**src/rtl/regfile_dump_reader.sv**
```systemverilog
// Streams a contiguous, wrapping range of register-file words out over valid/ready.
// One combinational read port is walked one address per word: READ samples, SEND offers.

module regfile_dump_reader #(
  parameter int unsigned DATA_WIDTH = 16,
  parameter int unsigned ADDR_WIDTH = 3
) (
  input  logic                  clock,
  input  logic                  reset,
  input  logic                  start,
  input  logic [ADDR_WIDTH-1:0] first_addr,
  input  logic [ADDR_WIDTH-1:0] last_addr,
  output logic [ADDR_WIDTH-1:0] rd_addr,
  input  logic [DATA_WIDTH-1:0] rd_data,
  output logic                  out_valid,
  input  logic                  out_ready,
  output logic [DATA_WIDTH-1:0] out_data,
  output logic [ADDR_WIDTH-1:0] out_index,
  output logic                  busy,
  output logic                  done
);

  typedef enum logic [1:0] {
    StIdle,
    StRead,
    StSend,
    StDone
  } state_e;

  state_e                state_q, state_d;
  logic [ADDR_WIDTH-1:0] rd_addr_q, rd_addr_d;
  logic [ADDR_WIDTH-1:0] last_q, last_d;
  logic [DATA_WIDTH-1:0] out_data_q, out_data_d;
  logic [ADDR_WIDTH-1:0] out_index_q, out_index_d;

  always_comb begin
    state_d     = state_q;
    rd_addr_d   = rd_addr_q;
    last_d      = last_q;
    out_data_d  = out_data_q;
    out_index_d = out_index_q;
    unique case (state_q)
      StIdle: begin
        if (start) begin
          last_d    = last_addr;
          rd_addr_d = first_addr;
          state_d   = StRead;
        end
      end
      StRead: begin
        out_data_d  = rd_data;
        out_index_d = rd_addr_q;
        state_d     = StSend;
      end
      StSend: begin
        if (out_ready) begin
          if (rd_addr_q == last_q) begin
            state_d = StDone;
          end else begin
            // Natural overflow of the address gives the wrap through the top register.
            rd_addr_d = rd_addr_q + 1'b1;
            state_d   = StRead;
          end
        end
      end
      StDone: begin
        state_d = StIdle;
      end
      default: begin
        state_d = StIdle;
      end
    endcase
  end

  always_ff @(posedge clock or negedge reset) begin
    if (!reset) begin
      state_q     <= StIdle;
      rd_addr_q   <= '0;
      last_q      <= '0;
      out_data_q  <= '0;
      out_index_q <= '0;
    end else begin
      state_q     <= state_d;
      rd_addr_q   <= rd_addr_d;
      last_q      <= last_d;
      out_data_q  <= out_data_d;
      out_index_q <= out_index_d;
    end
  end

  assign rd_addr   = rd_addr_q;
  assign out_data  = out_data_q;
  assign out_index = out_index_q;
  assign out_valid = (state_q == StSend);
  assign busy      = (state_q != StIdle);
  assign done      = (state_q == StDone);

endmodule

```
**config.mk**
```make
export PLATFORM = sky130hd
export DESIGN_NAME = regfile_dump_reader
export DESIGN_NICKNAME = d
export VERILOG_FILES = /design/src/rtl/regfile_dump_reader.sv
export SDC_FILE = /design/constraint.sdc
export NUM_CORES = 1
export LEC_CHECK = 0
export CAP_MARGIN = 20
export CORE_MARGIN = 1
export CORE_UTILIZATION = 41
export DETAILED_ROUTE_END_ITERATION = 6
export GPL_TIMING_DRIVEN = 0
export HOLD_SLACK_MARGIN = 0.02
export PLACE_DENSITY = 0.76
export SYNTH_ARGS = -nofsm -noshare
export SYNTH_HDL_FRONTEND = slang
export SYNTH_SLANG_ARGS = --single-unit
```
**constraint.sdc**
```tcl
create_clock -name clock -period 1.7 [get_ports clock]
set_input_delay 0.34 -clock clock [delete_from_list [all_inputs] [get_ports clock]]
set_output_delay 0.34 -clock clock [all_outputs]
set_load 0.02 [all_outputs]
```
=== Word-level counts from Yosys, hierarchy flattened ===
Index checks and enable logic that the tools add are counted.

* Bits in registers: 27
* Input bits: 26
* Output and inout port bits: 25

* Add/subtract/negate cells: 1
* Eq/ne operators: 7
* Multiplexer cells: 8
* Reduce and logical (&&, ||, !) cells: 6

{| class="wikitable"
|+ Operators with widths
! kind !! number
|-
| two-way mux 3 bit || 3
|-
| case mux 2 bit (4 select lines) || 1
|-
| two-way mux 2 bit || 3
|-
| case mux 3 bit (2 select lines) || 1
|-
| equality test 2 bit (second input constant) || 2
|-
| != test 2 bit (second input constant) || 2
|-
| AND reduction 2 bit || 2
|-
| AND reduction 4 bit || 1
|-
| nonzero test 2 bit || 2
|-
| adder 3 x 1 -> 3 bit (second input constant) || 1
|-
| equality test 3 bit || 1
|-
| equality test 2 x 1 -> 1 bit (second input constant) || 1
|-
| logical NOT 2 bit || 1
|-
| != test 2 x 1 -> 1 bit (second input constant) || 1
|}

=== Depth between registers and ports, before layout ===
Gate-level depths: netlist of the first run.

* Depth in word-level cells: 4
* Gate-level depth with buffers: 5
* Depth with buffers taken out: 4

=== Worst setup path before layout of the first run ===
OpenSTA, ideal clock, no wires.

* Kind: register to register
* From: register rd_addr_q[1], in the netlist rd_addr[1]
* To: register rd_addr_q[2], in the netlist rd_addr[2]
* Library setup time: 0.121 ns
* Arrival: 1.258 ns
* Data required time: 1.579 ns
* Slack: 0.320 ns
* Stages on the path, launching flop included: 5
* Path buffers: 0
* Clock period less this slack: 1.380 ns
* Cells stage by stage: dfrtp_1 xor2_1 o31ai_1 a21oi_1 o22a_1

* Word-level cells in the longest chain between the ends: 4
* Elaborated cells on any way between the ends: 7
* Classes of those cells: add/sub (1); eq/ne (2); mux (3); reduce/logical (1)

{| class="wikitable"
|+ Ends and longest elaborated chain
! item !! line !! RTL
|-
| start: declaration || 31 || <nowiki>logic [ADDR_WIDTH-1:0] rd_addr_q, rd_addr_d;</nowiki>
|-
| start signal: assignment || 84 || <nowiki>rd_addr_q <= rd_addr_d;</nowiki>
|-
| adder 3 x 1 -> 3 bit || 61 || <nowiki>rd_addr_d = rd_addr_q + 1'b1;</nowiki>
|-
| two-way mux 3 bit || 57 || <nowiki>if (rd_addr_q == last_q) begin</nowiki>
|-
| two-way mux 3 bit || 56 || <nowiki>if (out_ready) begin</nowiki>
|-
| case mux 3 bit (2 select lines) || 42 || <nowiki>unique case (state_q)</nowiki>
|}

Parallel ways exist; a longest one is shown, timed or not. The select of a mux whose other input is x is not followed.
A chain may end at the register's enable or synchronous reset.

=== Final worst setup path of the first run ===
* From: register out_index_q[0], in the netlist out_index[0]
* To: output port out_index[0]

{| class="wikitable"
|+ RTL lines
! item !! line !! RTL
|-
| start: declaration || 34 || <nowiki>logic [ADDR_WIDTH-1:0] out_index_q, out_index_d;</nowiki>
|-
| start signal: assignment || 87 || <nowiki>out_index_q <= out_index_d;</nowiki>
|-
| end: declaration || 18 || <nowiki>output logic [ADDR_WIDTH-1:0] out_index,</nowiki>
|}

No word-level cell between the ends.

==> metrics, run 1 <==
status finished, final reports clean; endpoints failing setup 0; Vias 890; Post-Syn Area per Cell 13.4 µm²; # hold bufs at CTS 0; Unique masters post-synth 25; share of cells above drive strength 1 26.7%; global-route wire length before repair 4160 µm; DRC errors left 0; die area 3060 µm²; yosys warns 0; width of the die 55.4 µm; Root Driver clkbuf_4; DP Area 1720 µm²; crit-path max cell delay 610 ps; Sink Count 27; fill cell count 217; WL/cell 15.2 µm; CP Capture Type output pin; Clock transition at path regs 140 ps; initial antenna violation count 0; FF/Latch Area 676 µm²; Rows 18; Synth area leaders dfrtp_1, mux2_2, xor2_1; P_leak 0.805 nW; vias in the first global route 968; Worst Path Arrival 1300 ps; vias per cell 5.06; worst-path fanout max 2; kind of critical path flop to output pin; FF-to-FF End rd_addr[2]$_DFFE_PN0P_; Buffers on Ports 50; hold crit path type input port to async pin; most common cell after layout, fill and taps aside clkdlybuf4s50_1; most frequent cells in the layout clkdlybuf4s50_1, dfrtp_1, mux2_2; synthesized instance count 87; Final Net Count 174; worst vdd ir 1330 µV; final setup margin 58.4 ps; router iterations before antenna repair 4; largest family of logic cells by synthesized area multiplexers; H-Tree Depth 1; cell family with most CP delay buffers and inverters; cells along the critical path clkdlybuf4s50_1; CP bufs+invs 1; core area 2590 µm²; Final Power 3.42 mW; WL final 2670 µm; multi-input combinational cell area 457 µm²; Net Count, Synth 114; Post-DP HPWL 1950 µm; Max Cap Violations 0; simple-gate share of the synthesized area 6.22%; Post-Synth XOR/XNOR Area 2.25%; CP Launch Point out_index[0]$_DFFE_PN0N_; number of DRC markers in iteration 0 15; largest net degree at the start of global routing 15; total grt overflow 0; Diodes inserted 0; Setup WS pre-CTS -6.47 ps; Syn-to-layout area delta 52.8%; Setup TNS Final 0 ps; post-synthesis mux area share 22.0%; clk buf depth 2; synthesized cell area 1170 µm²; routability cong. 0.782; post-synthesis compound-gate area fraction 7.61%; flops & latches, synth 27; post-synthesis adder-cell area fraction 1.07%; reg2reg start rd_addr[1]$_DFFE_PN0P_; Final Hold Fails 0; Final ANT Viol Nets 0; PwrDens 1920 nW/µm²; CTS tree done; Seq/Total Area, Yosys 57.9%; worst-case reg-to-reg path depth 4; Die Y-Extent 55.4 µm; top cell type by total area after synthesis dfrtp_1; Setup crit start kind flop; Inserted Clock Buffers 3; Design Area, Final 1780 µm²; slowest CP cell clkdlybuf4s50_1; Top Ports 51; Post-Route Skew 3.04 ps; latest clock arrival within the worst-skew pair 310 ps; Starting Density 45.1%; worst path required time 1360 ps; highest clock rate 609 MHz; Max Slew Vio Count 0; Tcrit/Tclk final 96.6%; relative slew slack 54.3%; worst slew pin tran 684 ps; Total GRT Usage 17.3%; minimum clock period 1640 ps; Yosys top cell area share 57.9%; R2R Setup Slk 190 ps
==> worst max path at each step <==
stage                              end  cells after the start
2_1_floorplan   rd_addr[2]$_DFFE_PN0P_                      4
5_1_grt                    out_data[3]                      1
6_report                  out_index[0]                      1
3_3_place_gp   out_data[9]$_DFFE_PN0N_                      1
4_1_cts                           busy                      2
3_5_place_dp                 out_valid                      3
==> Yosys cell counts (all sizes together) <==
| library cell | instances |
|---|---|
| mux2 | 21 |
| o22ai | 1 |
| xor2 | 3 |
| o31ai | 2 |
| nand2b | 2 |
| a21oi | 2 |
| nand2 | 4 |
| buf | 4 |
| nor2 | 2 |
| a31oi | 1 |
| a2bb2oi | 1 |
| ha | 1 |
| dfrtp | 27 |
| o22a | 2 |
| or2 | 2 |
| inv | 4 |
| and2 | 1 |
| o21ai | 3 |
| nor3 | 1 |
| mux2i | 2 |
| nor2b | 1 |
==> flip-flops by register name, summed over array words and instances (netlist names) <==
signal     flops
last_q         3
state_q        2
out_data      16
out_index      3
rd_addr        3
==> cell families (layout without fill, tap and decap cells) <==
| family | Yosys count | after routing |
|---|---|---|
| DFF | 27 | 27 |
| muxes | 23 | 23 |
| and+or+nand+nor | 13 | 13 |
| AOI/OAI and AO/OA | 12 | 12 |
| buffers and inverters | 8 | 67 |
| xor gates and xnor gates | 3 | 3 |
| adders and majority gates | 1 | 1 |
==> what timing repair did <==
action | 4_1_cts | 5_1_grt
buffers inserted | 2 | 2
gates resized for setup | 10 | 7
endpoints found under the setup margin | 6 | 8
==> per-layer routing <==
layer  wire length (µm)  track usage, %
met5                  0               0
met4                 21            3.21
met3                203            6.56
met2               1420            30.8
met1               1030            19.7
==> through the flow <==
step / utilization [%] / hold WS [ps] / cells
2_1_floorplan: - / 44.4 / 87
3_5_place_dp: 66.4 / 489 / 168
6_report: 68.9 / 425 / 176
4_1_cts: 68.0 / 435 / 174
5_1_grt: 68.9 / 462 / 176
3_3_place_gp: 65.8 / 475 / 167
==> layout make-up <==
| type | count | area share, % |
|---|---|---|
| sequential | 27 | 37.9 |
| clock buffer | 4 | 1.47 |
| multi-input combinational | 52 | 25.6 |
| inverter | 4 | 0.842 |
| buffer | 4 | 1.26 |
| timing repair buffer | 55 | 30.9 |
| tap | 30 | 2.10 |
==> report_power, final <==
group / switching [mW] / internal (mW) / total [mW]
Sequential: 0.219 / 0.965 / 1.18
Combinational: 0.958 / 1.01 / 1.97
Clock: 0.174 / 0.0916 / 0.265
(Power assumes the default switching activity.)
==> run 2, diff against run 1 <==
--- a/config.mk
+++ b/config.mk
@@ -8,9 +8,10 @@
 export CAP_MARGIN = 20
 export CORE_MARGIN = 1
-export CORE_UTILIZATION = 41
+export CORE_UTILIZATION = 42
+export CTS_CLUSTER_DIAMETER = 40
 export DETAILED_ROUTE_END_ITERATION = 6
 export GPL_TIMING_DRIVEN = 0
 export HOLD_SLACK_MARGIN = 0.02
-export PLACE_DENSITY = 0.76
+export PLACE_DENSITY = 0.78
 export SYNTH_ARGS = -nofsm -noshare
 export SYNTH_HDL_FRONTEND = slang
==> constraint.sdc (replaced) <==
create_clock -name clock -period 2.1 [get_ports clock]
set_input_delay 0.315 -clock clock [delete_from_list [all_inputs] [get_ports clock]]
set_output_delay 0.315 -clock clock [all_outputs]
set_load 0.02 [all_outputs]
==> run 2 against run 1 <==
- sequential cell count did not move
- via count decreased by 2.8%
- largest power group unchanged
- sequential share of layout area grew 0.40 points
- total power shrank 19%
- hold slack worse by 99 ps
- non-clock buffer count fell by 4
- global-route usage is 0.73 points higher
- routed wire length decreased by 5.4%
- critical path depth rose by 1
- clock-buffer cell count is 1 lower
==> metrics, run 2 (synthesized netlist as in run 1, its figures left out) <==
H-Tree Depth 1 (unchanged); relative slew slack 61.8% (+7.6 points); worst vdd ir 1030 µV (-23%); final setup margin 152 ps (+93.4 ps); cell family with most CP delay buffers and inverters; Rows 18 (unchanged); initial antenna violation count 0 (unchanged); Vias 865 (-2.8%); routability cong. 0.839 (+7.3%); width of the die 54.7 µm (-1.2%); worst path required time 1780 ps (+420 ps); Setup crit start kind flop; P_leak 0.755 nW (-6.3%); Final ANT Viol Nets 0 (unchanged); DP Cell Count 168 (unchanged); Post-CTS Setup Bufs 0 (-2); clock share of power 8.5% (+0.7 points); total grt overflow 0 (unchanged); router iterations before antenna repair 4 (unchanged); worst slew pin tran 571 ps (-113 ps); CP Capture Type output pin; cells along the critical path or2_2 > clkdlybuf4s50_1; unrepaired setup endpoints after global routing false; number of DRC markers in iteration 0 5 (-10); hold crit path type input port to async pin; Setup TNS Final 0 ps (unchanged); Clock transition at path regs 160 ps (+20 ps); WL final 2530 µm (-5.4%); Final Net Count 170 (-2.3%); share of power burned in registers 34.9% (+0.3 points); vias per cell 5.03 (-0.55%); Sink Count 27 (unchanged); reg2reg start rd_addr[1]$_DFFE_PN0P_; Root Driver clkbuf_4; DRC errors left 0 (unchanged); fill cell count 192 (-12%); Diodes inserted 0 (unchanged); CP Launch Point state_q[1]$_DFFE_PN0P_; kind of critical path flop to output pin; Starting Density 45.9% (+0.80 points); Total GRT Usage 18.0% (+0.73 points); most common cell after layout, fill and taps aside clkdlybuf4s50_1; Worst Path Arrival 1630 ps (+330 ps); Net Sw Frac 39.0% (-0.45 points); minimum clock period 1950 ps; slowest CP cell clkdlybuf4s50_1; CP bufs+invs 1 (unchanged); worst-path fanout max 5 (+3); Max Cap Violations 0 (unchanged); vias in the first global route 918 (-5.2%); highest clock rate 513 MHz; status finished, final reports clean; die area 2990 µm² (-2.3%); largest net degree at the start of global routing 18 (+3); Internal 1.68 mW (-19%); cts repair resizes 0 (-10); CTS tree done; Post-Route Skew 12.0 ps (+8.96 ps); Max Slew Vio Count 0 (unchanged); WL/cell 14.7 µm (-3.2%); # hold bufs at CTS 0 (unchanged); global-route wire length before repair 3840 µm (-7.8%); Syn-to-layout area delta 51.2%; Final Hold Fails 0 (unchanged); Post-DP HPWL 1980 µm (+1.8%); Comb power frac 56.7% (-0.9 points); Inserted Clock Buffers 3 (unchanged); Die Y-Extent 54.7 µm (-1.2%); share of cells above drive strength 1 23.9% (-2.8 points); PwrDens 1560 nW/µm² (-19%); crit-path max cell delay 550 ps (-60 ps); max reg flops 16 (unchanged); clk buf depth 2 (unchanged); Buffers on Ports 50 (unchanged); Setup WS pre-CTS 425 ps (+432 ps); NetSw 1.08 mW (-20%); core area 2540 µm² (-1.7%); Tcrit/Tclk final 92.8%; Top Ports 51 (unchanged); latest clock arrival within the worst-skew pair 330 ps (+20 ps); most frequent cells in the layout clkdlybuf4s50_1, dfrtp_1, mux2_2; post-route insts no fill 172 (-2.3%); endpoints failing setup 0 (unchanged)
run 2: changes by cell type in the layout (fill, tap and decap cells not counted), moves of 3 or more:
| cell | previous run | this run |
|---|---|---|
| buf_4 | 5 | 0 |
| dlymetal6s2s_1 | 5 | 1 |
| clkdlybuf4s50_1 | 39 | 49 |
| dlygate4sd2_1 | 3 | 0 |
run 2: through the flow:
step	utilization [%]	power (mW)	hold slack, ps	instance area (µm²)
2_1_floorplan	-	1.87	19.4	1170
3_3_place_gp	67.0	2.49	472	1710
3_5_place_dp	68.1	2.54	489	1730
4_1_cts	69.3	2.78	338	1760
5_1_grt	69.4	2.93	366	1770
6_report	69.4	2.75	326	1770
run 2: cell type report:
| class | instances | area, µm² | area share [%] |
|---|---|---|---|
| plain buffers | 4 | 20.0 | 1.13 |
| multi-input cells | 52 | 457 | 25.9 |
| repair buffers | 51 | 531 | 30.0 |
| well taps | 30 | 37.5 | 2.13 |
| clock inverters | 1 | 7.51 | 0.425 |
| flip-flops and latches | 27 | 676 | 38.3 |
| clock buffers | 3 | 22.5 | 1.28 |
| inverters | 4 | 15.0 | 0.850 |
run 2: worst paths after layout:
| kind | end | slack, ps | cells after the start |
|---|---|---|---|
| max in group asynchronous | rd_addr[0]$_DFFE_PN0P_ | 1290 | 2 |
| worst max-delay path | busy | 150 | 2 |
| worst max register to register | rd_addr[2]$_DFFE_PN0P_ | 650 | 4 |
| worst min register to register | out_data[15]$_DFFE_PN0N_ | 520 | 1 |
| min in group clock | out_data[15]$_DFFE_PN0N_ | 520 | 1 |
| worst min-delay path | out_data[13]$_DFFE_PN0N_ | 330 | 1 |
run 2: per-layer routing:
layer | vias to the layer above | track usage [%] | part of all wire, %
met4 | 0 | 4.70 | 1.1
met1 | 424 | 20.8 | 40
met3 | 4 | 5.28 | 5.4
li1 | 415 | - | -
met2 | 22 | 31.9 | 53
met5 | - | 0 | 0
run 2: power groups by stage:
stage | logic (mW) | registers (mW) | clock network [mW]
2_1_floorplan | 0.652 | 1.21 | 0
3_3_place_gp | 1.53 | 0.961 | 0
3_5_place_dp | 1.56 | 0.974 | 0
4_1_cts | 1.58 | 0.964 | 0.241
5_1_grt | 1.67 | 0.999 | 0.258
6_report | 1.56 | 0.960 | 0.233
run 2: worst reg2reg max path, stage by stage, from the launching register on:
cell     delay, ps
dfrtp_1        480
xor2_1         210
o31ai_1        360
a21oi_1        110
o22a_1         200
==> run 3, diff against run 2 <==
SETUP_SLACK_MARGIN = 0.1   (was default)
SKIP_CTS_REPAIR_TIMING = 1   (was default)
==> run 3 against run 2 <==
- critical path depth unchanged
- routed wire length about the same
- fmax up 7.6%
- setup slack better by 140 ps
- highest routed layer unchanged
==> metrics, run 3 (synthesized netlist as in run 1, its figures left out) <==
status finished, final reports clean; R2R Setup Slk 650 ps (about the same); Post-DP HPWL 1980 µm (unchanged); total grt overflow 0 (unchanged); max reg flops 16 (unchanged); number of DRC markers in iteration 0 5 (unchanged); kind of critical path flop to output pin; largest net degree at the start of global routing 18 (unchanged); CTS tree done; FF-to-FF End rd_addr[2]$_DFFE_PN0P_; routed length on met1 1020 µm (-0.20%); unrepaired setup endpoints after global routing false; Post-Route Skew 12.0 ps (unchanged); share of cells above drive strength 1 23.9% (unchanged); Setup crit start kind flop; Tcrit/Tclk final 86.2% (-6.6 points); DRC errors left 0 (unchanged); most common cell after layout, fill and taps aside clkdlybuf4s50_1; worst slew pin tran 571 ps (unchanged); CP Launch Point state_q[0]$_DFFE_PN0P_; H-Tree Depth 1 (unchanged); Final ANT Viol Nets 0 (unchanged); routability cong. 0.839 (unchanged); core area 2540 µm² (unchanged); relative slew slack 61.8% (unchanged); die area 2990 µm² (unchanged); Final Net Count 170 (unchanged); Top Ports 51 (unchanged); Clock transition at path regs 160 ps (about the same); endpoints failing setup 0 (unchanged); P_leak 0.763 nW (+1.1%); Sink Count 27 (unchanged); fill cell count 191 (-0.52%); Buffers on Ports 50 (unchanged); Final Power 2.75 mW (-0.11%); Total GRT Usage 18.0% (unchanged); Diodes inserted 0 (unchanged); Setup WS pre-CTS 425 ps (unchanged); post-route insts no fill 172 (unchanged); worst-path fanout max 6 (+1); minimum clock period 1810 ps (-138 ps); worst path required time 1780 ps (about the same); Starting Density 45.9% (unchanged); met2 wire length 1350 µm (about the same); clk buf depth 2 (unchanged); DP Cell Count 168 (unchanged); router iterations before antenna repair 4 (unchanged); metal3 WL 136 µm (unchanged); Worst Path Arrival 1500 ps (-130 ps); WL/cell 14.7 µm (about the same); worst-case reg-to-reg path depth 4 (unchanged); highest clock rate 552 MHz (+7.6%); vias per cell 5.03 (unchanged); CP endpoint done; hold crit path type input port to async pin; max layer used met4; CP Capture Type output pin; PwrDens 1560 nW/µm² (-0.25%); width of the die 54.7 µm (unchanged); Max Slew Vio Count 0 (unchanged); reg2reg start rd_addr[1]$_DFFE_PN0P_; Syn-to-layout area delta 51.4%; Rows 18 (unchanged); Vias 865 (unchanged); Setup TNS Final 0 ps (unchanged); vias in the first global route 918 (unchanged); WL final 2530 µm (about the same); Final Hold Fails 0 (unchanged); final setup margin 290 ps (+138 ps); Die Y-Extent 54.7 µm (unchanged); worst vdd ir 1030 µV (about the same); Inserted Clock Buffers 3 (unchanged); Root Driver clkbuf_4; latest clock arrival within the worst-skew pair 330 ps (about the same); global-route wire length before repair 3840 µm (unchanged); most frequent cells in the layout clkdlybuf4s50_1, dfrtp_1, mux2_2; initial antenna violation count 0 (unchanged); final core utilization 69.5% (+0.098 points); Max Cap Violations 0 (unchanged)
## run 3: critical path, cell delays in order, from the launching register on
cell and delay, ps:
dfrtp_1 440, and2_1 140, clkdlybuf4s50_1 590
## run 3: cell type report
type | instances | area [µm²] | share of cell area (%)
Buffer | 4 | 20.0 | 1.13
Clock buffer | 3 | 22.5 | 1.27
Clock inverter | 1 | 7.51 | 0.425
Inverter | 4 | 15.0 | 0.849
Multi-Input combinational cell | 52 | 457 | 25.8
Sequential cell | 27 | 676 | 38.2
Tap cell | 30 | 37.5 | 2.12
Timing Repair Buffer | 51 | 533 | 30.1
## run 3: layer usage
metal / up-vias / track usage (%)
li1: 415 / -
met1: 424 / 20.8
met2: 22 / 31.9
met3: 4 / 5.28
met4: 0 / 4.70
met5: - / 0
## run 3: worst min path at each step
stage | end | depth (start not counted)
after floorplan | last_q[0]$_DFFE_PN0P_ | 0
after global placement | out_index[0]$_DFFE_PN0N_ | 2
after detailed placement | out_data[15]$_DFFE_PN0N_ | 1
after CTS | out_data[13]$_DFFE_PN0N_ | 1
after global routing | out_data[11]$_DFFE_PN0N_ | 1
final | out_data[13]$_DFFE_PN0N_ | 1
## run 3: metrics by stage
stage / cell area [µm²] / hold slack (ps)
5_1_grt: 1770 / 366
6_report: 1770 / 326
4_1_cts: 1760 / 338
3_3_place_gp: 1710 / 472
3_5_place_dp: 1730 / 489
2_1_floorplan: 1170 / 19.4
## run 3: report_power, final
part,switching (mW),internal (mW)
clock,0.160,0.0728
combinational,0.734,0.824
sequential,0.180,0.780
